$ cat config.mk
export PLATFORM = sky130hd
export DESIGN_NAME = rf_write_arbiter
export DESIGN_NICKNAME = d
export VERILOG_FILES = /design/src/rtl/rf_arb_pkg.sv /design/src/rtl/rf_arb_fifo.sv /design/src/rtl/rf_write_arbiter.sv
export SDC_FILE = /design/constraint.sdc
export NUM_CORES = 1
export LEC_CHECK = 0
export CAP_MARGIN = 20
export CORE_MARGIN = 1.5
export CORE_UTILIZATION = 53
export CTS_BUF_LIST = sky130_fd_sc_hd__clkbuf_16
export CTS_CLUSTER_SIZE = 8
export DETAILED_ROUTE_END_ITERATION = 12
export PLACE_DENSITY = 0.76
export SYNTH_ARGS = -nofsm -noshare
export SYNTH_HDL_FRONTEND = slang
export SYNTH_HIERARCHICAL = 1
export SYNTH_SLANG_ARGS = --single-unit
$ cat constraint.sdc
create_clock -name clk -period 3.25 [get_ports clk]
set_clock_uncertainty 0.1 [all_clocks]
set_input_delay 0.65 -clock clk [delete_from_list [all_inputs] [get_ports clk]]
set_output_delay 0.65 -clock clk [all_outputs]
set_load 0.05 [all_outputs]
$ cat src/rtl/rf_arb_pkg.sv
`default_nettype none
// ============================================================================
// Module      : rf_arb_pkg
// Description : Shared widths, request type and helpers for the register-file
//               write arbiter.
// Revision    : 1.0 - initial release
// ============================================================================
package rf_arb_pkg;

    localparam int REG_AW = 5;
    localparam int REG_DW = 32;

    typedef struct packed {
        logic [REG_AW-1:0] waddr;
        logic [REG_DW-1:0] wdata;
    } rf_wreq_t;

    // One-hot decode of a register index into a 32-bit mask.
    function automatic logic [31:0] onehot32(input logic [REG_AW-1:0] idx);
        onehot32 = 32'd1 << idx;
    endfunction

endpackage
`default_nettype wire

$ cat src/rtl/rf_arb_fifo.sv
`default_nettype none
// ============================================================================
// Module      : rf_arb_fifo
// Description : DEPTH-entry circular buffer of register-file write requests.
//               Exposes per-entry valid/address so the owner can build the
//               pending-destination mask.
// Revision    : 1.0 - initial release
// ============================================================================
module rf_arb_fifo
    import rf_arb_pkg::*;
#(
    parameter int DEPTH = 4
) (
    input  logic                      clk,
    input  logic                      rst,
    input  logic                      push,
    input  rf_wreq_t                  pushData,
    input  logic                      pop,
    output rf_wreq_t                  head,
    output logic [$clog2(DEPTH):0]    count,
    output logic [DEPTH-1:0]          entValid,
    output logic [DEPTH*REG_AW-1:0]   entAddr
);

    localparam int c_PW = $clog2(DEPTH);
    localparam int c_CW = $clog2(DEPTH) + 1;

    rf_wreq_t          r_mem [DEPTH];
    logic [c_PW-1:0]   r_wrPtr;
    logic [c_PW-1:0]   r_rdPtr;
    logic [c_CW-1:0]   r_count;
    logic [DEPTH-1:0]  r_valid;

    // Pointers, occupancy and per-entry valid bits; reset discards all entries.
    always_ff @(posedge clk) begin
        if (rst) begin
            r_wrPtr <= '0;
            r_rdPtr <= '0;
            r_count <= '0;
            r_valid <= '0;
        end else begin
            if (push) begin
                r_valid[r_wrPtr] <= 1'b1;
                r_wrPtr          <= r_wrPtr + c_PW'(1);
            end
            if (pop) begin
                r_valid[r_rdPtr] <= 1'b0;
                r_rdPtr          <= r_rdPtr + c_PW'(1);
            end
            r_count <= r_count + c_CW'(push) - c_CW'(pop);
        end
    end

    // Storage array; contents are qualified by r_valid so no reset is needed.
    always_ff @(posedge clk) begin
        if (push) begin
            r_mem[r_wrPtr] <= pushData;
        end
    end

    assign head     = r_mem[r_rdPtr];
    assign count    = r_count;
    assign entValid = r_valid;

    generate
        for (genvar i = 0; i < DEPTH; i++) begin : g_entAddr
            assign entAddr[i*REG_AW +: REG_AW] = r_mem[i].waddr;
        end
    endgenerate

endmodule
`default_nettype wire

$ cat src/rtl/rf_write_arbiter.sv
`default_nettype none
// ============================================================================
// Module      : rf_write_arbiter
// Description : Shares the register-file write port between the writeback
//               stage (priority, zero latency) and a buffered long-latency
//               source, with starvation-forced drains and a pending mask.
//               Optional macro RF_ARB_BYPASS_EN lets a B request go straight
//               to the register file when nothing else wants the port.
// Revision    : 1.0 - initial release
// ============================================================================
module rf_write_arbiter
    import rf_arb_pkg::*;
#(
    parameter int DEPTH      = 4,
    parameter int STARVE_MAX = 8
) (
    input  logic              clk,
    input  logic              rst,
    input  logic              a_we,
    input  logic [4:0]        a_waddr,
    input  logic [31:0]       a_wdata,
    output logic              a_stall,
    input  logic              b_valid,
    output logic              b_ready,
    input  logic [4:0]        b_waddr,
    input  logic [31:0]       b_wdata,
    output logic              rf_we,
    output logic [4:0]        rf_waddr,
    output logic [31:0]       rf_wdata,
    output logic [31:0]       pend_mask,
    output logic              fifo_empty
);

    localparam int              c_CW          = $clog2(DEPTH) + 1;
    localparam int              c_SW          = $clog2(STARVE_MAX + 1);
    localparam logic [c_CW-1:0] c_FULL        = c_CW'(DEPTH);
    localparam logic [c_SW-1:0] c_STARVE_LAST = c_SW'(STARVE_MAX - 1);

    logic                     w_aActive;
    logic                     w_empty;
    logic                     w_full;
    logic                     w_pop;
    logic                     w_push;
    logic                     w_bypass;
    rf_wreq_t                 w_head;
    rf_wreq_t                 w_pushData;
    logic [c_CW-1:0]          w_count;
    logic [DEPTH-1:0]         w_entValid;
    logic [DEPTH*REG_AW-1:0]  w_entAddr;
    logic [c_SW-1:0]          r_starveCnt;
    logic                     r_aStall;

    assign w_empty    = (w_count == '0);
    assign w_full     = (w_count == c_FULL);
    assign b_ready    = !w_full && !rst;
    assign fifo_empty = w_empty || rst;
    assign a_stall    = r_aStall;

    // Writes to r0 are no-ops, so they leave the port free for the FIFO.
    assign w_aActive  = a_we && (a_waddr != '0) && !r_aStall;

    // r0 results are accepted but never stored; a bypassed result skips the FIFO.
    assign w_push     = b_valid && b_ready && (b_waddr != '0) && !w_bypass;
    assign w_pushData = '{waddr: b_waddr, wdata: b_wdata};

    rf_arb_fifo #(
        .DEPTH (DEPTH)
    ) u_fifo (
        .clk      (clk),
        .rst      (rst),
        .push     (w_push),
        .pushData (w_pushData),
        .pop      (w_pop),
        .head     (w_head),
        .count    (w_count),
        .entValid (w_entValid),
        .entAddr  (w_entAddr)
    );

    // Grant: writeback first, then FIFO head, then (optionally) direct bypass.
    always_comb begin
        rf_we    = 1'b0;
        rf_waddr = '0;
        rf_wdata = '0;
        w_pop    = 1'b0;
        w_bypass = 1'b0;
        if (!rst) begin
            if (w_aActive) begin
                rf_we    = 1'b1;
                rf_waddr = a_waddr;
                rf_wdata = a_wdata;
            end else if (!w_empty) begin
                rf_we    = 1'b1;
                rf_waddr = w_head.waddr;
                rf_wdata = w_head.wdata;
                w_pop    = 1'b1;
            end
`ifdef RF_ARB_BYPASS_EN
            else if (b_valid && (b_waddr != '0) && !r_aStall) begin
                rf_we    = 1'b1;
                rf_waddr = b_waddr;
                rf_wdata = b_wdata;
                w_bypass = 1'b1;
            end
`endif
        end
    end

    // Pending mask: OR of the destinations of all buffered entries.
    always_comb begin
        pend_mask = '0;
        if (!rst) begin
            for (int i = 0; i < DEPTH; i++) begin
                if (w_entValid[i]) begin
                    pend_mask = pend_mask | onehot32(w_entAddr[i*REG_AW +: REG_AW]);
                end
            end
        end
    end

    // Starvation tracking; a one-cycle stall steals the port for the FIFO head.
    always_ff @(posedge clk) begin
        if (rst) begin
            r_starveCnt <= '0;
            r_aStall    <= 1'b0;
        end else begin
            if (!w_empty && !w_pop) begin
                r_starveCnt <= r_starveCnt + c_SW'(1);
            end else begin
                r_starveCnt <= '0;
            end
            r_aStall <= !w_empty && !w_pop &&
                        ((r_starveCnt == c_STARVE_LAST) || (w_count == c_FULL));
        end
    end

endmodule
`default_nettype wire

==> metrics.md <==
| Metric | Value |
|---|---|
| Row count | `45` |
| Rel. slew slack | `0.4425` |
| Slowest cell on the critical path | `or4_4` |
| Most frequent cell after synthesis | `edfxtp_1` |
| Clock transition at the registers of the reported paths | `approximately 0.070 ns` |
| GRT Overall Usage | `0.3069` |
| Drt wl/cell | `25.73 um` |
| Synth-to-Final Area Change | `38.94%` |
| XOR/XNOR Fraction of Synth Area | `0.007020` |
| Initial antenna violation count | `0` |
| Most used DFF post-synth | `edfxtp_1` |
| CP startpoint kind | `input pin` |
| Number of flops mapped to enable cells by yosys | `148` |
| Layout Nets | `just over 800` |
| Vias per cell | `~6.4` |
| Warnings from Yosys | `6` |
| Crit end category | `primary output` |
| WL final | `roughly 24000 um` |
| PwrDens | `around 590 mW/mm^2` |
| Detailed Routing Iterations Pass 1 | `6` |
| Detailed Place HPWL | `around 14000 um` |
| Min cycle time layout | `approximately 3.2 ns` |
| RSZ-0062 raised after global routing | `false` |
| Max VDD drop | `459.1 uV` |
| Global placer's final weighted congestion | `about 0.92` |
| Slew Limit Fails | `0` |
| Share of cells above drive strength 1 | `0.2871` |
| Post-synthesis adder-cell area fraction | `0.01882` |
| # IOs | `around 150` |
| Max frequency | `0.3131 GHz` |
| Largest net degree at the start of global routing | `65` |
| Outcome | `complete, no violations` |
| CTS tree | `done` |
| Cell Count Post-Placement | `roughly 900` |
| Max incr delay on CP | `approximately 0.54 ns` |
| Gr ovfl total | `0` |
| Sequential fraction of the synthesis area | `0.5736` |
| Synthesis-stage register bit count | `between 150 and 200` |
| WP data arrival | `2.44 ns` |
| Compound-cell area share of the yosys netlist | `0.09305` |
| Worst-margin pin slew | `between 0.8 and 0.9 ns` |
| Clock root cell | `clkbuf_16` |
| Post-Synth Simple-Gate Area | `0.1063` |
| # port buffers | `150` |
| Share of the synthesized area in the top cell type | `0.5305` |
| Average cell area after synthesis | `between 10 and 15 um^2` |
| Syn Inst Count | `585` |
| Largest family of logic cells by synthesized area | `multiplexers` |
| Vias | `6009` |
| Synth area leaders | `edfxtp_1, mux4_2, a22oi_1, dfxtp_1, mux2i_1` |
| 1st-iter DRT viols | `about 630` |
| CP Class | `in -> out` |
| Ys async rst share | `0` |
| CP required | `between 2 and 3 ns` |
| Cell mode on critical path | `buf_12` |
| Max-cap viol count | `0` |
| First-pass GRT wire length | `~37000 um` |
| Non-Filler Instances | `940` |
| CTS Buf Count | `17` |
| Final ANT Viol Nets | `0` |
| Die area | `about 0.017 mm^2` |
| Vias in the first global route | `between 6000 and 7000` |
| CP cell instances | `dlygate4sd2_1 > or4_4 > o21bai_4 > buf_4 > buf_12 > mux2i_1 > buf_12` |
| DRC viols | `0` |
| Final core utilization | `0.7600` |
| Bufs on Longest Clock Path | `2` |
| # H-tree levels | `4` |
| CP max FO | `15` |
| Yosys top cell by area | `edfxtp_1` |
| Register-to-register setup slack | `approximately 0.8 ns` |
| Synthesized Nets | `around 680` |
| Top cells by count, synth | `edfxtp_1, a22oi_1, a21oi_1, mux2i_1, nand3_1` |
| Core Area | `0.01531 mm^2` |
| Final setup vio count | `0` |
| Synth cell types | `42` |
| Min-Delay Path Class | `reg -> reg` |
| P_leak | `between 3 and 4 nW` |
| Chip height | `about 130 um` |
| Period utilisation layout | `0.9828` |
| CTS Hold Buffers Added | `0` |
| Post-Syn Area | `between 0.008 and 0.009 mm^2` |
| Clock Latency Late Sink | `0.42 ns` |
| Chip Width | `about 130 um` |
| Mux contribution to synthesized area | `0.1432` |
| Starting Density | `0.5470` |
| Final Hold Viols | `0` |
| Clock sink count | `~170` |
## layer usage
| layer | global-route usage | part of all wire | vias to the layer above |
|---|---|---|---|
| met2 | 0.5256 | 0.51 | 383 |
| met3 | 0.06279 | 0.079 | 75 |
| met5 | 0 | 0 | - |
| met1 | 0.3748 | 0.37 | 2969 |
| li1 | - | - | 2582 |
| met4 | 0.1467 | 0.040 | 0 |
## sequential cells by signal, indices dropped and copies added (netlist names), named ones only
register,count
a_stall,1
u_fifo/entValid,4
r_starveCnt,4
u_fifo/r_wrPtr,2
u_fifo/r_mem,148
u_fifo/count,3
u_fifo/r_rdPtr,2
## power breakdown
| group | internal, mW | total, mW | switching [mW] | leakage, nW |
|---|---|---|---|---|
| logic | 1.09 | 2.37 | 1.28 | 2.05 |
| clock network | 1.11 | 2.05 | 0.939 | 0.301 |
| registers | 2.44 | 2.51 | 0.0699 | 1.49 |
## through the flow
stage	total power [mW]	hold WS [ns]	setup slack, ns	setup TNS, ns	cell area (um^2)
floorplan	3.846	0.3302	0.04229	0	8382
global placement	4.619	0.3412	-0.04318	-0.7939	10630
detailed placement	4.661	0.3689	-0.09163	-1.773	10630
CTS	6.907	0.3790	0.03628	0	11640
global route	7.136	0.3978	0.008425	0	11640
finish	6.925	0.3749	0.05597	0	11640
## timing repair
| item | in CTS | in global routing |
|---|---|---|
| endpoints found under the setup margin | 33 | 13 |
| pin swaps | 2 | 1 |
| setup buffers | 3 | 1 |
| gates cloned | 3 | 0 |
| gates resized for setup | 54 | 1 |
## critical path: cells and delay by family
family | cells | cell delay [ns]
AND/OR/NAND/NOR | 1 | 0.54
multiplexers | 1 | 0.34
buffers and inverters | 4 | 0.73
AO/OA/AOI/OAI | 1 | 0.17
## final cells by class
| class | instances | area (um^2) |
|---|---|---|
| multi-input cells | 344 | 3366 |
| inverters | 12 | 45.04 |
| diodes | 1 | 2.502 |
| clock inverters | 15 | 183.9 |
| well taps | 211 | 264.0 |
| fillers | 907 | 3676 |
| repair buffers | 174 | 2545 |
| flip-flops and latches | 166 | 4807 |
| clock buffers | 17 | 425.4 |
## final timing paths
check / start / endpoint / cells after the start
worst min-delay path: r_starveCnt[0] / r_starveCnt[0] / 1
worst max-delay path: a_waddr[4] / rf_wdata[7] / 7
worst max register to register: u_fifo/count[1] / u_fifo/count[2] / 9
worst min register to register: r_starveCnt[0] / r_starveCnt[0] / 1
## kinds of logic after synthesis
| group | Yosys count |
|---|---|
| adder cells (fa/ha/maj) | 12 |
| AO/OA/AOI/OAI | 114 |
| AND/OR/NAND/NOR | 142 |
| XOR/XNOR | 5 |
| multiplexers | 71 |
| buffers and inverters | 75 |
| flip-flops | 166 |
## cells in the final DEF, fill, tap and decap left out, types with 7 or more instances in the layout
cell             count
mux2i_4             19
mux2i_2              8
buf_4               14
ha_1                11
mux4_2              30
nand3_1             33
dfxtp_1             16
and4b_1             12
nor2_1              11
buf_12              79
a22oi_1             64
inv_1               10
clkdlybuf4s50_1     74
and4bb_2            12
nand2_1             32
clkbuf_16           17
mux4_1               7
nor2b_1             10
edfxtp_1           148
a21oi_1             37
mux2i_1              7
Note: power is estimated with default switching activity, not from simulation.
